==> src/rtl/if_fetch_unit_pkg.sv <==
// Shared types and helpers for the instruction-fetch stage.
// Covers the fetch entry layout, instruction constants and B-type immediate decode.
package if_fetch_unit_pkg;

    localparam int XLEN = 32;

    typedef logic [31:0]     instr_t;
    typedef logic [XLEN-1:0] data_t;

    localparam instr_t     NOP           = 32'h0000_0013;
    localparam logic [6:0] OPCODE_BRANCH = 7'b1100011;

    typedef struct packed {
        data_t  pc;
        data_t  pc_p4;
        instr_t instr;
        logic   pred;
    } fetch_entry_t;

    // Sign-extended B-type immediate; bit 0 is always zero.
    function automatic data_t imm_b(instr_t i);
        return {{(XLEN-12){i[31]}}, i[7], i[30:25], i[11:8], 1'b0};
    endfunction

    // A branch with a negative offset jumps backward, so BTFN predicts it taken.
    function automatic logic is_bwd_branch(instr_t i);
        return (i[6:0] == OPCODE_BRANCH) && i[31];
    endfunction

endpackage

==> src/rtl/if_fetch_unit_fetch_fifo.sv <==
// Synchronous FIFO of fetch entries.
// The head is read straight from the storage array, so the output is registered.
module fetch_fifo
    import if_fetch_unit_pkg::*;
#(
    parameter int DEPTH = 2,
    parameter int CW    = $clog2(DEPTH + 1)
) (
    input  logic          clk,
    input  logic          rst,
    input  logic          clear,
    input  logic          push,
    input  fetch_entry_t  din,
    input  logic          pop,
    output fetch_entry_t  dout,
    output logic [CW-1:0] count
);

    localparam int PW = (DEPTH > 1) ? $clog2(DEPTH) : 1;

    fetch_entry_t  mem [DEPTH];
    logic [PW-1:0] rd_ptr, wr_ptr;

    function automatic logic [PW-1:0] ptr_inc(logic [PW-1:0] p);
        return (p == PW'(DEPTH - 1)) ? '0 : p + PW'(1);
    endfunction

    always_ff @(posedge clk) begin
        if (rst || clear) begin
            rd_ptr <= '0;
            wr_ptr <= '0;
            count  <= '0;
        end else begin
            if (push) wr_ptr <= ptr_inc(wr_ptr);
            if (pop)  rd_ptr <= ptr_inc(rd_ptr);
            count <= count + CW'(push) - CW'(pop);
        end
    end

    // Storage needs no reset; occupancy is tracked by count.
    always_ff @(posedge clk) begin
        if (push && !clear && !rst) mem[wr_ptr] <= din;
    end

    assign dout = mem[rd_ptr];

endmodule

==> src/rtl/if_fetch_unit.sv <==
// Instruction fetch: credit-limited sequential requests, response buffering,
// static BTFN prediction and redirect handling with stale-response dropping.
module if_fetch_unit #(
    parameter int              XLEN       = 32,
    parameter logic [XLEN-1:0] RESET_PC   = '0,
    parameter int              FIFO_DEPTH = 2
) (
    input  logic            clk,
    input  logic            rst,
    output logic            imem_req,
    output logic [XLEN-1:0] imem_addr,
    input  logic            imem_gnt,
    input  logic            imem_rvalid,
    input  logic [31:0]     imem_rdata,
    input  logic            redirect_valid,
    input  logic [XLEN-1:0] redirect_pc,
    output logic            out_valid,
    input  logic            out_ready,
    output logic [XLEN-1:0] pc_out,
    output logic [XLEN-1:0] pc_p4_out,
    output logic [31:0]     instr_out,
    output logic            branch_take_out,
    output logic            flush_out
);
    import if_fetch_unit_pkg::*;

    localparam int CW = $clog2(FIFO_DEPTH + 1);

    logic [XLEN-1:0] fetch_pc, resp_pc, pred_target;
    logic [CW-1:0]   outstanding, outstanding_nxt, drop_cnt, fifo_count;
    logic [CW:0]     credit_used;
    logic            pred_redirect;
    logic            accept, push, pop, pred_hit;
    fetch_entry_t    push_entry, head;

    always_comb begin
        outstanding_nxt  = outstanding + CW'(imem_gnt) - CW'(imem_rvalid);
        credit_used      = {1'b0, outstanding} + {1'b0, fifo_count};
        accept           = imem_rvalid && (drop_cnt == '0);
        // A response arriving with a redirect belongs to the old path.
        push             = accept && !redirect_valid;
        pred_hit         = is_bwd_branch(imem_rdata);
        push_entry.pc    = resp_pc;
        push_entry.pc_p4 = resp_pc + XLEN'(4);
        push_entry.instr = imem_rdata;
        push_entry.pred  = pred_hit;
    end

    assign imem_req  = !rst && (credit_used < (CW+1)'(FIFO_DEPTH))
                       && !redirect_valid && !pred_redirect;
    assign imem_addr = fetch_pc;

    always_ff @(posedge clk) begin
        if (rst) begin
            fetch_pc      <= RESET_PC;
            resp_pc       <= RESET_PC;
            pred_target   <= RESET_PC;
            outstanding   <= '0;
            drop_cnt      <= '0;
            pred_redirect <= 1'b0;
        end else begin
            outstanding <= outstanding_nxt;
            if (imem_rvalid && (drop_cnt != '0)) drop_cnt <= drop_cnt - CW'(1);

            if (redirect_valid) begin
                // Everything still in flight after this cycle is stale, including a same-cycle grant.
                fetch_pc      <= redirect_pc;
                resp_pc       <= redirect_pc;
                drop_cnt      <= outstanding_nxt;
                pred_redirect <= 1'b0;
            end else if (pred_redirect) begin
                fetch_pc      <= pred_target;
                resp_pc       <= pred_target;
                pred_redirect <= 1'b0;
            end else begin
                if (imem_gnt) fetch_pc <= fetch_pc + XLEN'(4);
                if (push) begin
                    resp_pc <= resp_pc + XLEN'(4);
                    if (pred_hit) begin
                        pred_redirect <= 1'b1;
                        pred_target   <= resp_pc + imm_b(imem_rdata);
                        drop_cnt      <= outstanding_nxt;
                    end
                end
            end
        end
    end

    assign pop = out_valid && out_ready;

    fetch_fifo #(
        .DEPTH (FIFO_DEPTH),
        .CW    (CW)
    ) u_fifo (
        .clk   (clk),
        .rst   (rst),
        .clear (redirect_valid),
        .push  (push),
        .din   (push_entry),
        .pop   (pop),
        .dout  (head),
        .count (fifo_count)
    );

    assign out_valid       = (fifo_count != '0);
    assign pc_out          = head.pc;
    assign pc_p4_out       = head.pc_p4;
    assign instr_out       = out_valid ? head.instr : NOP;
    assign branch_take_out = out_valid && head.pred;
    assign flush_out       = redirect_valid && !rst;

endmodule

==> config.mk <==
export PLATFORM = sky130hd
export DESIGN_NAME = if_fetch_unit
export DESIGN_NICKNAME = d
export VERILOG_FILES = /design/src/rtl/if_fetch_unit_pkg.sv /design/src/rtl/if_fetch_unit_fetch_fifo.sv /design/src/rtl/if_fetch_unit.sv
export SDC_FILE = /design/constraint.sdc
export NUM_CORES = 1
export LEC_CHECK = 0
export CORE_MARGIN = 1.5
export CORE_UTILIZATION = 50
export DETAILED_ROUTE_END_ITERATION = 7
export PLACE_DENSITY = 0.75
export SYNTH_ARGS = -nofsm -noshare
export SYNTH_HDL_FRONTEND = slang
export SYNTH_HIERARCHICAL = 1
export SYNTH_SLANG_ARGS = --single-unit
==> constraint.sdc <==
create_clock -name clk -period 14.5 [get_ports clk]
set_input_delay 2.9 -clock clk [delete_from_list [all_inputs] [get_ports clk]]
set_output_delay 2.9 -clock clk [all_outputs]
set_load 0.005 [all_outputs]
==> impl_metrics.json <==
{
  "yosys_warnings": 6,
  "setup_tns_ps": 0,
  "die_x_um": 174,
  "finalWirelength_um": 38500,
  "slew_headroom": 0.152,
  "synth_edf_count": 194,
  "cts_tree": "built",
  "synth_nets": 1441,
  "layout_common_cells": "199 x clkdlybuf4s50_1, 194 x edfxtp_1, 135 x nand2_1",
  "fin_crit_ps": 7750,
  "ctsResizeCount": 0,
  "synth_area_leader_cell": "edfxtp_1",
  "finalSetupViolations": 0,
  "vias": 11200,
  "fmax_ghz": 0.129,
  "grt_pass1_wl_um": 59200,
  "stdcell_area_um2": 17900,
  "root_buffer": "clkbuf_16",
  "ys_ff_latch": 300,
  "startpoint_type": "input port",
  "power_density_nw_per_um2": 108,
  "fillers": 2312,
  "h-tree-depth": 1,
  "final_layout_size_suffix_gt1_frac": 0.123,
  "postCtsHoldBufs": 0,
  "syn2layout_area_growth_pct": 22.2,
  "clock_sinks": 300,
  "wire_per_inst_um": 20.0,
  "status": "complete, no violations",
  "grt_use_total": 0.249,
  "max_slew.worst_pin.slew_ps": 1270,
  "io_pins": 202,
  "start_util": 0.509,
  "cts_made_buffers": 30,
  "hold_viol": 0,
  "place_congestion": 0.909,
  "fin_util": 0.623,
  "insertion_delay_ps": 580,
  "multiInputGateArea_um2": 6320,
  "die_h_um": 174,
  "path_max_fanout": 47,
  "worst_hold_startpoint": "pred_target[7]",
  "synth_ff_type": "edfxtp_1",
  "rsz0062_at_grt": "no",
  "endpoint_kind": "output pin",
  "core-area_um2": 28800,
  "avgSynthCellArea_um2": 11.0,
  "cp.arrival_ps": 4850,
  "required_ps": 11600,
  "crit_start": "rst",
  "yosysSeqAreaShare": 0.542,
  "syn_inst": 1332,
  "ys_types": 71,
  "synth_top_area_frac": 0.397,
  "grt_max_degree": 71,
  "first_pass_iters": 5,
  "cap_violations": 0,
  "worst_hold_path_type": "reg -> reg",
  "max-vdd-ir-drop_v": 0.0000928,
  "synthArstFlopShare": 0,
  "grt_remaining_overflow": 0,
  "ant_nets": 0,
  "drt_iter0_drc": 1120,
  "dieArea_um2": 30400,
  "drv_slew": 0,
  "reg2reg_from": "resp_pc[2]",
  "dp_hpwl_um": 26800,
  "port_buffers": 201,
  "antenna_found_initial": 2,
  "drc": 0,
  "viasPerCell": 5.84,
  "mostFrequentLayoutCell": "clkdlybuf4s50_1",
  "skew_ps": 27.5,
  "place_ws_ps": 6800,
  "hold_ws_ps": 449,
  "worst_slack_ps": 6750,
  "rows": 62,
  "seqCellArea_um2": 7950,
  "dpl-instance-area_um2": 17000,
  "synthesis.area_um2": 14700,
  "p_leak_nw": 6.35,
  "path_class": "in -> out",
  "cts_setup_buffers": 0,
  "path_clk_slew_ps": 60,
  "finalCritPeriodShare": 0.534,
  "nNetsFinal": 1624,
  "clockBufferDepth": 3,
  "grt_pass1_vias": 10600,
  "synth_area_leaders": "edfxtp_1 40%, dfxtp_1 14%, mux2_2 5.1%"
}
[stage by stage]
stage,total power (W),cells
6_report,0.00193,1925
5_1_grt,0.00200,1925
4_1_cts,0.00194,1923
3_5_place_dp,0.00120,1867
3_3_place_gp,0.00119,1867
2_1_floorplan,0.00110,1332
[power breakdown]
group | switching [W] | internal, W | leakage (nW)
clock network | 0.000326 | 0.000421 | 0.469
registers | 0.0000267 | 0.000930 | 2.69
logic | 0.000124 | 0.000104 | 3.19
[cell type report]
class	instances	share of cell area
Antenna cell	2	0.000279
Clock buffer	45	0.0495
Clock inverter	11	0.00384
Inverter	26	0.00545
Multi-Input combinational cell	942	0.353
Sequential cell	300	0.444
Tap cell	384	0.0268
Timing Repair Buffer	215	0.118
[worst max-delay path: stages]
cell             delay [ps]
buf_2                   690
buf_4                   590
nor2_1                  110
clkdlybuf4s50_1         480
[kinds of logic after synthesis]
group                      synth area share
muxes                                0.0836
DFF                                   0.542
buffers and inverters                0.0278
and+or+nand+nor                       0.138
xor gates and xnor gates             0.0356
AOI/OAI and AO/OA                     0.138
adders and majority gates            0.0343
[worst paths after layout]
path / end / depth (start not counted) / slack (ps)
setup / recovery: flush_out / 4 / 6750
hold / removal: pred_target[7] / 2 / 450
setup reg to reg: resp_pc[26] / 8 / 11110
hold reg to reg: pred_target[7] / 2 / 450
[synth_stat cells, types with 7 or more instances]
cell        n
a211oi_1   41
a21boi_0    7
a21o_1      7
a21oi_1   126
a31oi_1    15
and3_1     30
buf_2       9
clkbuf_1   43
dfxtp_1   106
edfxtp_1  194
ha_1       37
inv_1      25
mux2_2     67
mux2_4     30
nand2_1   135
nand2b_1   13
nand3_1    39
nand4_1    16
nor2_1     78
nor2b_1    39
nor3_1     25
o21a_1     16
o21ai_0    77
o22ai_1     7
or2_2       7
xnor2_1    38
xor2_1     19
[sequential cells by signal, indices dropped and copies added, names as in the netlist, named ones only]
register	flops
outstanding	2
u_fifo/count	2
u_fifo/wr_ptr	1
u_fifo/mem	194
u_fifo/rd_ptr	1
pred_redirect	1
pred_target	32
imem_addr	32
drop_cnt	2
resp_pc	32
[routing by layer]
| layer | share of wire | vias to the layer above | track usage | wire length [um] |
|---|---|---|---|---|
| met4 | 0.033 | 0 | 0.0902 | 1260 |
| met2 | 0.47 | 459 | 0.401 | 18000 |
| met5 | 0 | - | 0 | 0 |
| met3 | 0.072 | 80 | 0.0315 | 2780 |
| li1 | - | 5280 | - | - |
| met1 | 0.43 | 5416 | 0.345 | 16500 |
Note: power is estimated with default switching activity, not from simulation.
